File: src/rtl/fifo_packetizer.sv
// Framing stage behind a FIFO read port: drains 32-bit words and emits
// header + PKT_WORDS payload words + checksum trailer on a valid/ready stream.
module fifo_packetizer #(
    parameter int unsigned PKT_WORDS = 16,
    parameter logic [7:0]  MAGIC     = 8'hA5
) (
    input  logic        clock,
    input  logic        rst,
    input  logic [31:0] in_data,
    input  logic        in_valid,
    output logic        in_ack,
    output logic [31:0] pkt_data,
    output logic        pkt_valid,
    output logic        pkt_last,
    input  logic        pkt_ready,
    output logic        busy
);

    typedef enum logic [1:0] {IDLE, PAYLOAD, TRAILER} state_t;

    localparam logic [15:0] LEN      = 16'(PKT_WORDS);
    localparam logic [15:0] LAST_CNT = 16'(PKT_WORDS - 1);

    state_t      state;
    logic [7:0]  seq;
    logic [31:0] sum;
    logic [15:0] cnt;
    logic        slot_free;
    logic        in_xfer;

    function automatic logic [31:0] header_word(input logic [7:0] s);
        return {MAGIC, s, LEN};
    endfunction

    function automatic logic [31:0] sum_add(input logic [31:0] a, input logic [31:0] b);
        return a + b;
    endfunction

    // The output slot can take a new word when empty or draining this edge.
    always_comb begin
        slot_free = !pkt_valid || pkt_ready;
        in_ack    = (state == PAYLOAD) && slot_free && !rst;
        in_xfer   = in_valid && in_ack;
        busy      = (state != IDLE) || pkt_valid;
    end

    always_ff @(posedge clock or posedge rst) begin
        if (rst) begin
            state     <= IDLE;
            seq       <= 8'd0;
            sum       <= 32'd0;
            cnt       <= 16'd0;
            pkt_data  <= 32'd0;
            pkt_valid <= 1'b0;
            pkt_last  <= 1'b0;
        end else begin
            if (slot_free) begin
                pkt_valid <= 1'b0;
            end
            case (state)
                IDLE: begin
                    // Header waits for the first payload word to be present.
                    if (in_valid && slot_free) begin
                        pkt_data  <= header_word(seq);
                        pkt_valid <= 1'b1;
                        pkt_last  <= 1'b0;
                        sum       <= 32'd0;
                        cnt       <= 16'd0;
                        state     <= PAYLOAD;
                    end
                end
                PAYLOAD: begin
                    if (in_xfer) begin
                        pkt_data  <= in_data;
                        pkt_valid <= 1'b1;
                        pkt_last  <= 1'b0;
                        sum       <= sum_add(sum, in_data);
                        cnt       <= cnt + 16'd1;
                        if (cnt == LAST_CNT) begin
                            state <= TRAILER;
                        end
                    end
                end
                TRAILER: begin
                    if (slot_free) begin
                        pkt_data  <= sum;
                        pkt_valid <= 1'b1;
                        pkt_last  <= 1'b1;
                        seq       <= seq + 8'd1;
                        state     <= IDLE;
                    end
                end
                default: state <= IDLE;
            endcase
        end
    end

endmodule

File: config.mk
export PLATFORM = sky130hd
export DESIGN_NAME = fifo_packetizer
export DESIGN_NICKNAME = d
export VERILOG_FILES = /design/src/rtl/fifo_packetizer.sv
export SDC_FILE = /design/constraint.sdc
export NUM_CORES = 1
export LEC_CHECK = 0
export ABC_AREA = 1
export CAP_MARGIN = 10
export CORE_MARGIN = 5
export CORE_UTILIZATION = 41
export CTS_CLUSTER_SIZE = 24
export DETAILED_ROUTE_END_ITERATION = 10
export PLACE_DENSITY = 0.68
export SLEW_MARGIN = 5
export SYNTH_ARGS = -nofsm -noshare
export SYNTH_HDL_FRONTEND = slang
export SYNTH_SLANG_ARGS = --single-unit
File: constraint.sdc
create_clock -name clock -period 3.3 [get_ports clock]
set_input_delay 0.495 -clock clock [delete_from_list [all_inputs] [get_ports clock]]
set_output_delay 0.495 -clock clock [all_outputs]
set_load 0.02 [all_outputs]
Word level (Yosys, flattened, before mapping) --
Index checks and enable logic that the tools add are counted.
Storage, ports and cells: flip-flop bits (word level) 92, latch bits 0, memory bits (writable) 0, memory bits (read-only) 0, input bits 36, output and inout port bits 36, word-level logic and storage cells 57, memories 0
Operators by class: $add $sub $neg 3, multiply operators 0, divide/modulo/power cells 0, magnitude comparators 0, eq/ne operators 7, shift operators 0, multiplexer cells 24, bitwise gates (word level) 0, reductions and logical operators 16
Operators with widths (number):
- $mux 32 | 5
- $pmux 32 s3 | 1
- $pmux 32 s2 | 1
- $add 32x32->32 | 1
- $mux 16 | 2
- $pmux 16 s2 | 1
- $add 16x1->16 const B | 1
- $eq 16x4->1 const B | 1
- $add 8x1->8 const B | 1
- $mux 2 | 4
- $reduce_and 4->1 | 2
- $mux 1 | 7
- $ne 2x2->1 const B | 3
- $pmux 1 s3 | 2
- $pmux 2 s3 | 1
- $logic_and 1x1->1 | 4
- $reduce_bool 2->1 | 2
- $reduce_and 3->1 | 1
- $reduce_bool 3->1 | 1
- $eq 2x1->1 const B | 1
- $eq 2x2->1 const B | 1
- $logic_not 1->1 | 2
- $logic_not 2->1 | 1
- $logic_or 1x1->1 | 2
- other kinds (2) | 2

Logic depth before layout (Yosys ltp) --
depth in word-level cells 7, mapped depth 14, depth with buffers taken out 14

Worst setup path before layout --
Ideal clock, no wire load.
path type register to register, start point reg state[1], end point reg pkt_data[10], setup time 0.131 ns, arrival 1.830 ns, data required time 3.169 ns, slack 1.339 ns, cell stages (with the launch flop) 12, path buffers 2, clock period less this slack 1.961 ns, cell sequence dfrtp_1 inv_1 ha_1 inv_2 nor3_4 nand2_2 nand2_2 nand3_2 buf_6 buf_6 nand2_1 o21ai_0
On the way: cells in the longest elaborated chain, start to end 6, elaborated cells between the ends (all ways) 12, those cells by class eq/ne (5); mux (1); reduce/logical (6)
RTL lines:
- from (decl) | line 24 | state_t state;
- from (signal assigned) | line 49 | state <= IDLE;
- from (signal assigned) | line 69 | state <= PAYLOAD;
- from (signal assigned) | line 80 | state <= TRAILER;
- $eq 2x1->1 | line 42 | in_ack = (state == PAYLOAD) && slot_free && !rst;
- $logic_and 1x1->1 (2 in series) | line 42
- net in_ack | line 11 | output logic in_ack,
- $logic_and 1x1->1 | line 43 | in_xfer = in_valid && in_ack;
- $ne 2x2->1 (no source line)
- $reduce_and 4->1 (no source line)
- to (signal assigned) | line 64 | pkt_data <= header_word(seq);
- to (signal assigned) | line 74 | pkt_data <= in_data;
- to (signal assigned) | line 86 | pkt_data <= sum;
- to (decl) | line 12 | output logic [31:0] pkt_data,
The timed path passes the listed nets, and every way through them passes these cells. A chain may end at the register's enable or synchronous reset.

Worst setup path in the final report --
start point reg state[1], end point out in_ack
On the way: cells in the longest elaborated chain, start to end 3
RTL lines (line):
- $eq 2x1->1 | 42
- $logic_and 1x1->1 (2 in series) | 42
- to (decl) | 11
No other way between the ends.

==> qor.txt <==
status - finished, final reports clean
logic depth of the worst register-to-register path - 11
worst reg2reg setup slack - 1.07 ns
via count - 6507
met1 Resource Use GR - 26.0%
Min-Delay Endpoint - seq[7]$_DFFE_PP0P_
arrival time at the worst endpoint - 2.08 ns
max cap viols - 0
Post-synth top cells - nand2_1, inv_1, dfrtp_1
Yosys top cell by area - dfrtp_1
DRC - 0
WP data required - 2.80 ns
DR iter-0 viols - 418
CP endpoint kind - primary output
placement row count - 47
all-layer global routing usage - 19.0%
CP Launch Type - flip-flop
wire per inst - 13.6 µm
routed wire length - 18.0 mm
Final period util - 78.0%
Area Growth Syn to Fin - 17.9%
Vias per Instance - 4.92
die outline width - 138 µm
worst-path fanout max - 8
nets - 1176
Crit-path slowest cell - clkdlybuf4s50_1
global-route wire length before repair - 30.5 mm
Clk pin slew, worst setup/hold paths - 0.07 ns
worst path cell trace - inv_1 > ha_1 > inv_2 > nor3_4 > clkdlybuf4s50_1
critical path type - flip-flop to primary output
proportion of layout cells with a drive suffix above 1 - 3.17%
slowest stage delay, CP - 0.64 ns
worst slew pin tran - 0.690 ns
Die ar. - 19200 µm²
H-Tree Depth - 3
initial antenna violation count - 0
CTS tree - built
placer congestion estimate - 0.943
Inst Count DP - 1309
Mapped Nets - 1110
ys async rst share - 100%
Final Setup Violations - 0
FF-to-FF Start - state[0]$_DFFE_PP0P_
Worst R2R End - seq[7]$_DFFE_PP0P_
syn_area_per_cell - 6.54 µm²
synthesis warning total - 0
vias in the first global route - 6334
remaining antenna violation count - 0
Core Area - 16400 µm²
fmax - 0.388 GHz
number of buffers added on ports - 71
Fin Setup TNS - 0 ns
ranking of synthesized cells by area - dfrtp_1, nand2_1, inv_1
Post-synth EDFFs - 0
WHS Path Cells - 1
post-synth cell types - 34
Seq cells post-synth - 92
Starting Density - 41.2%
Gate Count Post-Synth - 1034
leakage - 4.12 nW
Critical path origin - state[1]$_DFFE_PP0P_
Max clock buf depth - 2
Resized cells post-CTS - 0
clock sinks - 92
CTS Buf Count - 9
Worst Skew - 0.00655 ns
area share of the largest cell type after synthesis - 34.1%
worst hold path class - flip-flop to flip-flop
final hold violations - 0
Ant. Diodes - 0
fin crit period - 2.57 ns
sequential share of the synthesized area - 34.1%
unrepaired setup endpoints after global routing - false
dpl hpwl - 13.8 mm
grt met2 use - 31.2%
hold path start - seq[7]$_DFFE_PP0P_
met3 usage - 2.42%
final hold slack - 0.480 ns
Most used DFF post-synth - dfrtp_1
worst rel slew slack - 54.0%
Root Buffer - clkbuf_16
GR Overflow Total - 0
most common cell in the netlist - nand2_1
Cell Pwr Density - 895 nW/µm²
gr busiest metal - met2
Worst-Skew Late Latency - 0.35 ns
post-CTS setup buffers - 0
DRT Pass-1 Iters - 5
peak supply drop - 0.000402 V
hold buffer count at cts - 0
chip height - 138 µm
Final Max Slew Viols - 0
Core Util, Final - 48.6%
largest net degree at the start of global routing - 55
Ports - 72
Non-Filler Instances - 1323
Mapped Area - 6760 µm²
## worst max-delay path by stage
stage	to	slack [ns]	cells past startpoint
after global placement	sum[24]$_DFFE_PP0P_	0.70	14
final	in_ack	0.73	5
after floorplan	cnt[0]$_DFFE_PP0P_	0.41	1
after CTS	in_ack	0.70	5
after detailed placement	sum[24]$_DFFE_PP0P_	0.65	14
after global routing	in_ack	0.63	5
## cells in the final DEF, fill, tap and decap left out, drive strengths merged, types with 4 or more instances in the layout
cell | synthesis | layout
a21boi | 4 | 4
a21oi | 35 | 35
a22o | 4 | 4
a31oi | 5 | 5
and2 | 4 | 4
buf | 12 | 10
clkbuf | 14 | 10
clkdlybuf4s50 | 0 | 71
dfrtp | 92 | 92
ha | 39 | 39
inv | 163 | 164
nand2 | 386 | 386
nand3 | 67 | 67
nand4 | 10 | 10
nor2 | 67 | 67
nor3 | 11 | 11
o21ai | 82 | 82
o22ai | 8 | 8
o31ai | 4 | 4
xnor2 | 9 | 9
xor2 | 10 | 10
## final cells by class
class                   count  area [µm²]
fillers                  1690        8430
clock buffers              10         229
clock inverters             4        51.3
flip-flops and latches     92        2300
multi-input cells         753        3700
inverters                 163         614
repair buffers             81         798
well taps                 220         275
## critical path: cells and delay by family, from the launching register on
kind,cells,cell delay [ns]
buffers and inverters,3,0.88
adders and majority gates,1,0.20
and+or+nand+nor,1,0.23
DFF,1,0.42
## logic make-up after synthesis
kind of cell             count (synthesis)  share of synthesized area (%)
buffers and inverters                  189                           11.2
flip-flops                              92                           34.1
XOR/XNOR                                19                           2.46
adder cells (fa/ha/maj)                 40                           7.51
AND/OR/NAND/NOR                        548                           33.1
AO/OA/AOI/OAI                          146                           11.7
## per-stage QoR
stage / area [µm²] / power, mW / setup slack (ns)
finish: 7970 / 7.13 / 0.726
global placement: 7690 / 6.08 / 0.703
CTS: 7970 / 7.17 / 0.702
detailed placement: 7690 / 6.11 / 0.645
global route: 7970 / 7.81 / 0.629
floorplan: 6760 / 4.84 / 0.413
## report_power, final
group	internal [mW]	switching [mW]
Combinational	1.49	2.73
Sequential	1.56	0.308
Clock	0.581	0.453
## layer usage
metal / share of wire (%) / routed length, µm / vias up
met4: 2.6 / 467 / 0
met2: 45 / 8040 / 123
met5: 0 / 0 / -
met3: 3.8 / 688 / 34
met1: 49 / 8800 / 2974
li1: - / - / 3376
## sequential cells by signal, summed over array words and instances (netlist names)
signal	flops
pkt_last	1
state	2
cnt	16
pkt_data	32
pkt_valid	1
sum	32
seq	8
(Power assumes the default switching activity.)
